--- config.mk ---
export PLATFORM = sky130hd
export DESIGN_NAME = frame_merge
export DESIGN_NICKNAME = d
export VERILOG_FILES = /design/src/rtl/frame_merge.sv
export SDC_FILE = /design/constraint.sdc
export NUM_CORES = 1
export LEC_CHECK = 0
export ABC_CLOCK_PERIOD_IN_PS = 3110
export CAP_MARGIN = 40
export CORE_MARGIN = 4
export CORE_UTILIZATION = 45
export DETAILED_ROUTE_END_ITERATION = 7
export MAX_ROUTING_LAYER = met4
export PLACE_DENSITY_LB_ADDON = 0.05
export SYNTH_ARGS = -nofsm -noshare
export SYNTH_HDL_FRONTEND = slang
export SYNTH_SLANG_ARGS = --single-unit
--- constraint.sdc ---
create_clock -name logic_clk -period 3.11 [get_ports logic_clk]
set_clock_uncertainty 0.05 [all_clocks]
set_input_delay 0.622 -clock logic_clk [delete_from_list [all_inputs] [get_ports logic_clk]]
set_output_delay 0.622 -clock logic_clk [all_outputs]
set_load 0.005 [all_outputs]
--- src/rtl/frame_merge.sv ---
// Merges the ARP and IP transmit byte streams into one net tx stream.
// Arbitration is frame-atomic round-robin; short frames are zero-padded to MIN_FRAME_LEN.
module frame_merge #(
    parameter int MIN_FRAME_LEN = 60,
    parameter int CNT_WIDTH     = 11
) (
    input  logic       logic_clk,
    input  logic       logic_rst,
    input  logic [7:0] arp_tdata_in,
    input  logic       arp_tvalid_in,
    output logic       arp_tready_out,
    input  logic       arp_tlast_in,
    input  logic [7:0] ip_tdata_in,
    input  logic       ip_tvalid_in,
    output logic       ip_tready_out,
    input  logic       ip_tlast_in,
    output logic [7:0] net_tdata_out,
    output logic       net_tvalid_out,
    input  logic       net_tready_in,
    output logic       net_tlast_out,
    output logic       merge_busy_out
);

    // Handshake: a byte moves on any cycle where valid && ready. net_tdata_out,
    // net_tvalid_out and net_tlast_out depend only on state and the granted
    // source, never on net_tready_in; the granted source's tready follows
    // net_tready_in combinationally.

    typedef enum logic [1:0] {
        IDLE = 2'd0,
        ARP  = 2'd1,
        IP   = 2'd2,
        PAD  = 2'd3
    } state_t;

    localparam logic RR_ARP = 1'b0;
    localparam logic RR_IP  = 1'b1;

    localparam logic [CNT_WIDTH-1:0] LAST_IDX = CNT_WIDTH'(MIN_FRAME_LEN - 1);
    localparam logic [CNT_WIDTH-1:0] CNT_MAX  = {CNT_WIDTH{1'b1}};

    state_t               state_q, state_d;
    logic [CNT_WIDTH-1:0] cnt_q, cnt_d;
    logic                 rr_last_q, rr_last_d;

    logic [7:0] src_data;
    logic       src_valid;
    logic       src_last;
    logic       at_min;

    always_comb begin
        state_d        = state_q;
        cnt_d          = cnt_q;
        rr_last_d      = rr_last_q;
        arp_tready_out = 1'b0;
        ip_tready_out  = 1'b0;
        net_tdata_out  = 8'h00;
        net_tvalid_out = 1'b0;
        net_tlast_out  = 1'b0;
        merge_busy_out = (state_q != IDLE);

        src_data  = (state_q == IP) ? ip_tdata_in  : arp_tdata_in;
        src_valid = (state_q == IP) ? ip_tvalid_in : arp_tvalid_in;
        src_last  = (state_q == IP) ? ip_tlast_in  : arp_tlast_in;
        at_min    = (cnt_q >= LAST_IDX);

        case (state_q)
            IDLE: begin
                // ARP wins when alone, or in a tie when IP was served last.
                if (arp_tvalid_in && (!ip_tvalid_in || rr_last_q == RR_IP)) begin
                    state_d   = ARP;
                    rr_last_d = RR_ARP;
                end else if (ip_tvalid_in) begin
                    state_d   = IP;
                    rr_last_d = RR_IP;
                end
            end

            ARP, IP: begin
                net_tdata_out  = src_data;
                net_tvalid_out = src_valid;
                net_tlast_out  = src_last && at_min;
                if (state_q == ARP) begin
                    arp_tready_out = net_tready_in;
                end else begin
                    ip_tready_out  = net_tready_in;
                end
                if (src_valid && net_tready_in) begin
                    if (src_last && at_min) begin
                        state_d = IDLE;
                        cnt_d   = '0;
                    end else begin
                        if (src_last) begin
                            state_d = PAD;
                        end
                        if (cnt_q != CNT_MAX) begin
                            cnt_d = cnt_q + 1'b1;
                        end
                    end
                end
            end

            PAD: begin
                net_tvalid_out = 1'b1;
                net_tlast_out  = (cnt_q == LAST_IDX);
                if (net_tready_in) begin
                    if (at_min) begin
                        state_d = IDLE;
                        cnt_d   = '0;
                    end else begin
                        cnt_d = cnt_q + 1'b1;
                    end
                end
            end

            default: begin
                state_d = IDLE;
                cnt_d   = '0;
            end
        endcase
    end

    always_ff @(posedge logic_clk) begin
        if (logic_rst) begin
            state_q   <= IDLE;
            cnt_q     <= '0;
            rr_last_q <= RR_IP;
        end else begin
            state_q   <= state_d;
            cnt_q     <= cnt_d;
            rr_last_q <= rr_last_d;
        end
    end

endmodule

== Yosys cells after proc, flatten, opt, wreduce, memory -nomap -nowiden ==
Cells that the tools add are included.
Storage, ports and cells
  register bits after elaboration: 14
  input bits: 23
  logic and storage cells: 55
Operators by class
  add/sub/neg operators: 1
  $lt $le $gt $ge: 1
  equal/unequal tests: 11
  mux-type cells: 26
  reductions and logical operators: 13
Operator list (number)
  11-bit 2-to-1 mux: 5
  11-bit one-hot mux with 2 select lines: 1
  8-bit 2-to-1 mux: 2
  2-bit 2-to-1 mux: 7
  11-bit by 1-bit adder with 11-bit output, second input constant: 1
  11-bit by 6-bit == test with 1-bit output, second input constant: 1
  11-bit by 6-bit >= comparator with 1-bit output, second input constant: 1
  11-bit inequality test, second input constant: 1
  3-bit inequality test, second input constant: 3
  1-bit 2-to-1 mux: 8
  2-bit inequality test, second input constant: 3
  2-bit one-hot mux with 3 select lines: 1
  2-bit nonzero test: 3
  5-bit AND reduction: 1
  2-bit == test, second input constant: 2
  1-bit one-hot mux with 2 select lines: 2
  4-bit AND reduction: 1
  1-bit logical AND: 3
  2-bit by 1-bit == test with 1-bit output, second input constant: 1
  2-bit logical NOT: 1
  2-bit AND reduction: 1
  2-bit OR reduction: 1
  1-bit logical NOT: 1
  1-bit logical OR: 1

== Longest topological paths before layout ==
  depth in word-level cells: 6
  gate-level depth with buffers: 8

== Least setup slack after synthesis ==
Ideal clock, no wire load.
  path type: register to output
  from: register state_q[0]
  to: output net_tlast_out
  arrival time: 1.474 ns
  slack: 0.964 ns
  stages on the path, launching flop included: 8
  cells stage by stage: dfxtp_1 -> inv_1 -> ha_1 -> buf_6 -> mux2_4 -> and3_1 -> a31oi_1 -> nor2_1
On the way
  word-level cells in the longest chain between the ends: 4
  elaborated cells on any way between the ends: 7
  classes of those cells: 3 x eq/ne; 2 x mux; 2 x reduce/logical
Ends and longest elaborated chain
  start: declaration: line 42  | state_t state_q, state_d;
  start signal: assignment: line 129  | state_q <= state_d;
  2-bit == test: line 64, 67
  1-bit 2-to-1 mux: line 64  | src_last = (state_q == IP) ? ip_tlast_in : arp_tlast_in;
  1-bit logical AND: line 82  | net_tlast_out = src_last && at_min;
  1-bit one-hot mux with 2 select lines *: line 67  | case (state_q)
  end: declaration: line 20  | output logic net_tlast_out,
Mark *: on every way between the ends. The rest lies on a longest branch, timed or not.

== Final worst setup path ==
  from: input arp_tlast_in
  to: output net_tlast_out
On the way
  word-level cells in the longest chain between the ends: 3
Ends and longest elaborated chain
  start: declaration: line 12  | input logic arp_tlast_in,
  1-bit 2-to-1 mux: line 64
  1-bit logical AND: line 82
  1-bit one-hot mux with 2 select lines: line 67
No other way between the ends.

==> key figures <==
Synth
  – Syn Area/Cell: slightly below 8 um2
  – Register area share after synthesis: about a quarter
  – Synthesis Warnings: 0
  – Asr flop ratio synth: 0%
  – Ranking of synthesized cells by area: dfxtp_1 24%, a21oi_1 9.5%, mux2i_1 9.5%
  – Unique masters post-synth: 43
  – Mapped Area: approximately 1200 um2
  – Cells after Synth: 148
  – Post-synth EDFFs: 0
  – Commonest cells post-synth: 22 x a21oi_1, 19 x nor2_1, 14 x dfxtp_1
  – Synth Register Bits: 14
  – Prevailing post-synth register cell: dfxtp_1
  – Syn_nets: 176
  – Top-count cell post-synth: a21oi_1
  – Synth top area share: roughly 24%
  – Cell accounting for the most synthesized area: dfxtp_1

Placed design
  – Port Buffers: 35
  – Hpwl dp: between 2 and 3 mm
  – GPL Wtd Cong: 0.847

Clock tree
  – Reg clk slew, reported paths: 80 ps
  – Max clock buf depth: 2
  – Post-CTS Setup Repair Bufs: 0
  – Post-cts gate resize count: 0
  – Worst-Skew Late Latency: between 200 and 300 ps
  – CTS tree: built
  – Total CTS buffers: 3
  – Root buffer cell: clkbuf_4
  – Htree depth: 1
  – Sink Count: 14
  – Hold buffer count at CTS: 0

Routing
  – Via count: 1250
  – Via-to-Cell Ratio: around 5.9
  – Detail Route Antenna Nets: 0
  – Drt first pass iters: 4
  – Drt wl/cell: approximately 16 um
  – Total wire length: around 3.3 mm
  – Initial DRC count: 47
  – Drt drc: 0

Run
  – Number of max-cap violations: 0

Critical path
  – Required time worst endpoint: 2440 ps
  – Largest fanout on the critical path: 6
  – Crit path DAT: between 2000 and 2500 ps
  – Crit Path Category: primary input to output pin
  – Worst R2R Path Depth: 8
  – Startpoint Class: primary input
  – R2R setup slack: around 690 ps
  – CP Capture Type: output pin

Power and ir drop
  – Clock power frac: 10.1%
  – Lkg Pwr: around 0.54 nW
  – Net Switching: roughly 440 uW
  – Cell Pwr Density: 651 nW/um2
  – Flop pwr share: a little under a quarter
  – Worst vdd ir: 0.487 mV
  – P_int: about 580 uW
  – Total power: a little over 1 mW
  – Sw frac: 43.2%
  – Gate power share: around 66%

Finish
  – Share of post-route cells with drive strength above 1: 8.20%
  – Layout area overhead: 34.4%
  – Layout fillers: between 200 and 250
  – Final nets: 213
  – # diodes: 0

Timing
  – Tcrit/Tclk final: a little over nine tenths
  – Tmin final: around 2900 ps
  – Final setup violation count: 0
  – Max Transition Viols Final: 0
  – RSZ-0062 raised after global routing: no
  – TNS Setup: 0 ps
  – Worst-margin pin slew: 631 ps
  – Slew HR: between 50% and 60%
  – Max Freq: around 340 MHz
  – Final hold viol count: 0

Min path
  – Hold Path Stages: 1
  – Worst Hold Class: flop to flop

Global route
  – Gr ovfl total: 0
  – Initial antenna violation count: 0
  – Gr usage total: between 20% and 30%
  – Vias in the first global route: ~1200
  – Largest net degree at the start of global routing: 17
  – First-pass GRT wire length: approximately 5.6 mm

Die
  – Die Y: slightly below 60 um
  – Die width: 58.8 um
  – Row Count: 18
  – Initial Util: 46.8%
  – Die area: 3450 um2
  – Number of I/O pins: 36
  – Core Footprint: about 2500 um2

Run status
  – Outcome: completed
-- per-layer routing --
metal,part of all wire (%),routed length (um),vias to the layer above,track usage [%]
met5,0,0,-,-
met4,0.36,12,0,4.85
met3,7.2,240,2,5.04
met2,49,1620,40,35.8
met1,44,1450,576,24.9
li1,-,-,632,-
-- layout make-up --
type / count / area (um2) / area share, %
inverter: 6 / 22.5 / 1.44
clock buffer: 3 / 22.5 / 1.44
tap: 30 / 37.5 / 2.41
timing repair buffer: 38 / 373 / 23.9
sequential: 14 / 280 / 18.0
multi-input combinational: 122 / 823 / 52.8
-- cells by family (layout without fill, tap and decap cells) --
logic type	after synthesis	count (layout)	share of synthesized area [%]
muxes	13	13	11.8
adders and majority gates	5	5	5.39
AOI/OAI and AO/OA	52	52	28.2
DFF	14	14	24.2
and+or+nand+nor	52	52	25.7
buffers and inverters	12	47	4.85
-- worst max-delay path, stage by stage --
cell,delay (ps)
clkdlybuf4s50_1,430
mux2_4,320
and3_1,190
a31oi_1,150
nor2_1,70
clkdlybuf4s50_1,460
-- final timing paths --
path / startpoint / endpoint
hold reg to reg: rr_last_q$_SDFFE_PP1P_ / rr_last_q$_SDFFE_PP1P_
setup reg to reg: state_q[0]$_SDFFE_PP0P_ / cnt_q[4]$_SDFFE_PP0P_
setup / recovery: arp_tlast_in / net_tlast_out
hold / removal: rr_last_q$_SDFFE_PP1P_ / rr_last_q$_SDFFE_PP1P_
-- power groups by stage --
stage	Sequential, mW	Combinational [mW]	Clock, mW
final	0.241	0.671	0.102
after global routing	0.247	0.733	0.117
after CTS	0.241	0.671	0.108
after detailed placement	0.245	0.670	0
after global placement	0.242	0.656	0
after floorplan	0.237	0.416	0
-- through the flow --
step | setup WS, ps | area (um2) | util [%] | cells | hold slack, ps
6_report | 198 | 1560 | 62.9 | 213 | 449
5_1_grt | 51.6 | 1560 | 62.9 | 213 | 486
4_1_cts | 183 | 1560 | 62.9 | 213 | 457
3_5_place_dp | 191 | 1540 | 62.0 | 210 | 436
3_3_place_gp | 252 | 1540 | 62.0 | 210 | 433
2_1_floorplan | 964 | 1160 | - | 148 | 407
-- state kept, by name (all words and copies together), names as in the netlist --
| register | flops |
|---|---|
| cnt_q | 11 |
| rr_last_q | 1 |
| state_q | 2 |
-- cells in the final DEF (no fill, tap or decap), types with 2 or more instances in the layout --
cell             instances
a2111oi_0                3
clkbuf_4                 3
nand4b_1                 2
nor2_1                  19
inv_1                    6
nand3_1                  5
and4_1                   3
o31ai_1                  2
a211oi_1                 3
and3_1                   3
nand2_1                  7
ha_1                     5
dfxtp_1                 14
a21oi_1                 22
clkdlybuf4s50_1         35
o21ai_0                  5
nor2b_1                  2
o21ai_1                  3
o21a_1                   2
a31oi_1                  4
mux2i_1                 11
buf_4                    3
or2b_2                   2
(Power assumes the default switching activity.)
==> patch: new RTL, same settings <==
Change the parameter `CNT_WIDTH` from 11 to 9.
--- a/src/rtl/frame_merge.sv
+++ b/src/rtl/frame_merge.sv
@@ -3,5 +3,5 @@
 module frame_merge #(
     parameter int MIN_FRAME_LEN = 60,
-    parameter int CNT_WIDTH     = 11
+    parameter int CNT_WIDTH     = 9
 ) (
     input  logic       logic_clk,
Formal check against the unedited RTL: same outputs for any inputs over 10 cycles, from zero or initial values and one cycle with logic_rst high; that may be too few to reach the edited logic, so the function may still have changed.
==> patch against the original RTL <==
Fmax rose by 4.0%; routed wire length fell by 13%; die area fell by 4.1%; setup slack improved by 0.11 ns; sequential cell count fell by 2; synthesized area fell by 4.7%; largest power group unchanged; power fell by 17%; cell area fell by 3.4%; highest routed layer unchanged.
==> patch: results (changes against the original RTL) <==
{| class="wikitable"
! Metric !! Value
|-
| Cell internal pwr || 0.000517 W (-10%)
|-
| Worst r2r path cells || 7 (-1)
|-
| CP max stage delay || 0.50 ns (+0.04 ns)
|-
| Crit path launch || arp_tvalid_in
|-
| Highest metal layer with signal wires || met4
|-
| Post-place setup slack || 0.307 ns (+0.116 ns)
|-
| Detailed-route vias per instance || 5.90 (+0.47%)
|-
| Post-synthesis instance total || 129 (-13%)
|-
| Yosys cell types || 39 (-9.3%)
|-
| Run status || completed
|-
| Worst Hold Class || reg -> reg
|-
| Biggest area contributors in the synthesized netlist || dfxtp_1 (22%), mux2i_1 (12%), ha_1 (6.8%)
|-
| Critical register-to-register path startpoint || cnt_q[0]$_SDFFE_PP0P_
|-
| Total Nets Final || 195 (-8.5%)
|-
| Met3 usage in global routing || 4.07% (-0.97 points)
|-
| Area after DPL || 1470 um^2 (-4.3%)
|-
| Global router's overall resource usage || 18.8% (-2.2 points)
|-
| Via total after detailed routing || 1,138 (-9.0%)
|-
| Met2 Wirelength || 1.27 mm (-21%)
|-
| Via count of the first global-routing pass || 1,089 (-8.4%)
|-
| Total Wirelength || 2.88 mm (-13%)
|-
| Met3 wirelength from detailed routing || 211 um (-12%)
|-
| Met1 routed wirelength after detailed routing || 1.36 mm (-6.7%)
|-
| Least-Margin Pin Slew || 0.574 ns (-0.0571 ns)
|-
| Cells after DPL || 189 (-10%)
|-
| Sequential-to-total area share from yosys stat || 21.7% (-2.4 points)
|-
| Fraction of met2 tracks used by global routing || 27.7% (-8.1 points)
|-
| GR Layer Usage met1 || 25.0% (+0.066 points)
|-
| Post-synth net total || 158 (-10%)
|-
| DRT iter0 DRCs || 33 (-30%)
|-
| Hold Crit Depth || 2 (+1)
|-
| Top flop regs || cnt_q x9, state_q x2, rr_last_q x1
|-
| Maximum level of the CTS H-tree || 1 (unchanged)
|-
| Ranking of synthesized cells by instance count || nand2_1 (14), mux2i_1 (13), dfxtp_1 (12)
|-
| Leakage || 0.571 nW (+5.0%)
|-
| Routability congestion estimate || 0.753 (-11%)
|-
| Post-detailed-placement half-perimeter wirelength || 2.34 mm (-8.0%)
|-
| Slack of the worst reg-to-reg path || 0.66 ns (-0.03 ns)
|-
| Global-route wire length before repair || 4.75 mm (-15%)
|-
| Switching share of power || 38.2% (-5.0 points)
|-
| R2r endpoint || cnt_q[0]$_SDFFE_PP0P_
|-
| Sequential power share || 25.3% (+1.5 points)
|}
patch: changes by cell type after synthesis, sizes merged, moves of 3 or more:
cell    unedited run  this run
a221o              1         5
o21ai              9         3
and4               3         0
a21oi             22         2
a211oi             3         7
nand2              7        14
nand3              6         3
nor2b              2        10
nor2              19         7
nor3               2         5
patch: worst min-delay path by stage:
stage | from | to | slack, ns
after floorplan | rr_last_q$_SDFFE_PP1P_ | rr_last_q$_SDFFE_PP1P_ | 0.40
after global placement | cnt_q[8]$_SDFFE_PP0P_ | cnt_q[8]$_SDFFE_PP0P_ | 0.42
after detailed placement | rr_last_q$_SDFFE_PP1P_ | rr_last_q$_SDFFE_PP1P_ | 0.43
after CTS | cnt_q[8]$_SDFFE_PP0P_ | cnt_q[8]$_SDFFE_PP0P_ | 0.45
after global routing | state_q[0]$_SDFFE_PP0P_ | state_q[0]$_SDFFE_PP0P_ | 0.48
final | cnt_q[8]$_SDFFE_PP0P_ | cnt_q[8]$_SDFFE_PP0P_ | 0.45
patch: area by class of cell:
| class | count | area [um^2] |
|---|---|---|
| Multi-Input combinational cell | 107 | 811 |
| Sequential cell | 12 | 240 |
| Clock buffer | 4 | 36.3 |
| Timing Repair Buffer | 37 | 365 |
| Tap cell | 28 | 35.0 |
| Fill cell | 186 | 769 |
| Inverter | 5 | 18.8 |
patch: kinds of logic (layout without fill, tap and decap cells):
kind of cell / after synthesis / in the layout / synth area share [%]
compound gates: 34 / 34 / 27.9
fa+ha+maj: 6 / 6 / 6.79
buf+inv: 10 / 46 / 4.87
flops: 12 / 12 / 21.7
mux: 15 / 15 / 14.2
simple gates: 52 / 52 / 24.6
patch: tightest hold or removal path: cells and delay by family (launching register included):
kind | cells | cell delay [ns]
flip-flops | 1 | 0.33
multiplexers | 1 | 0.06
AND/OR/NAND/NOR | 1 | 0.06
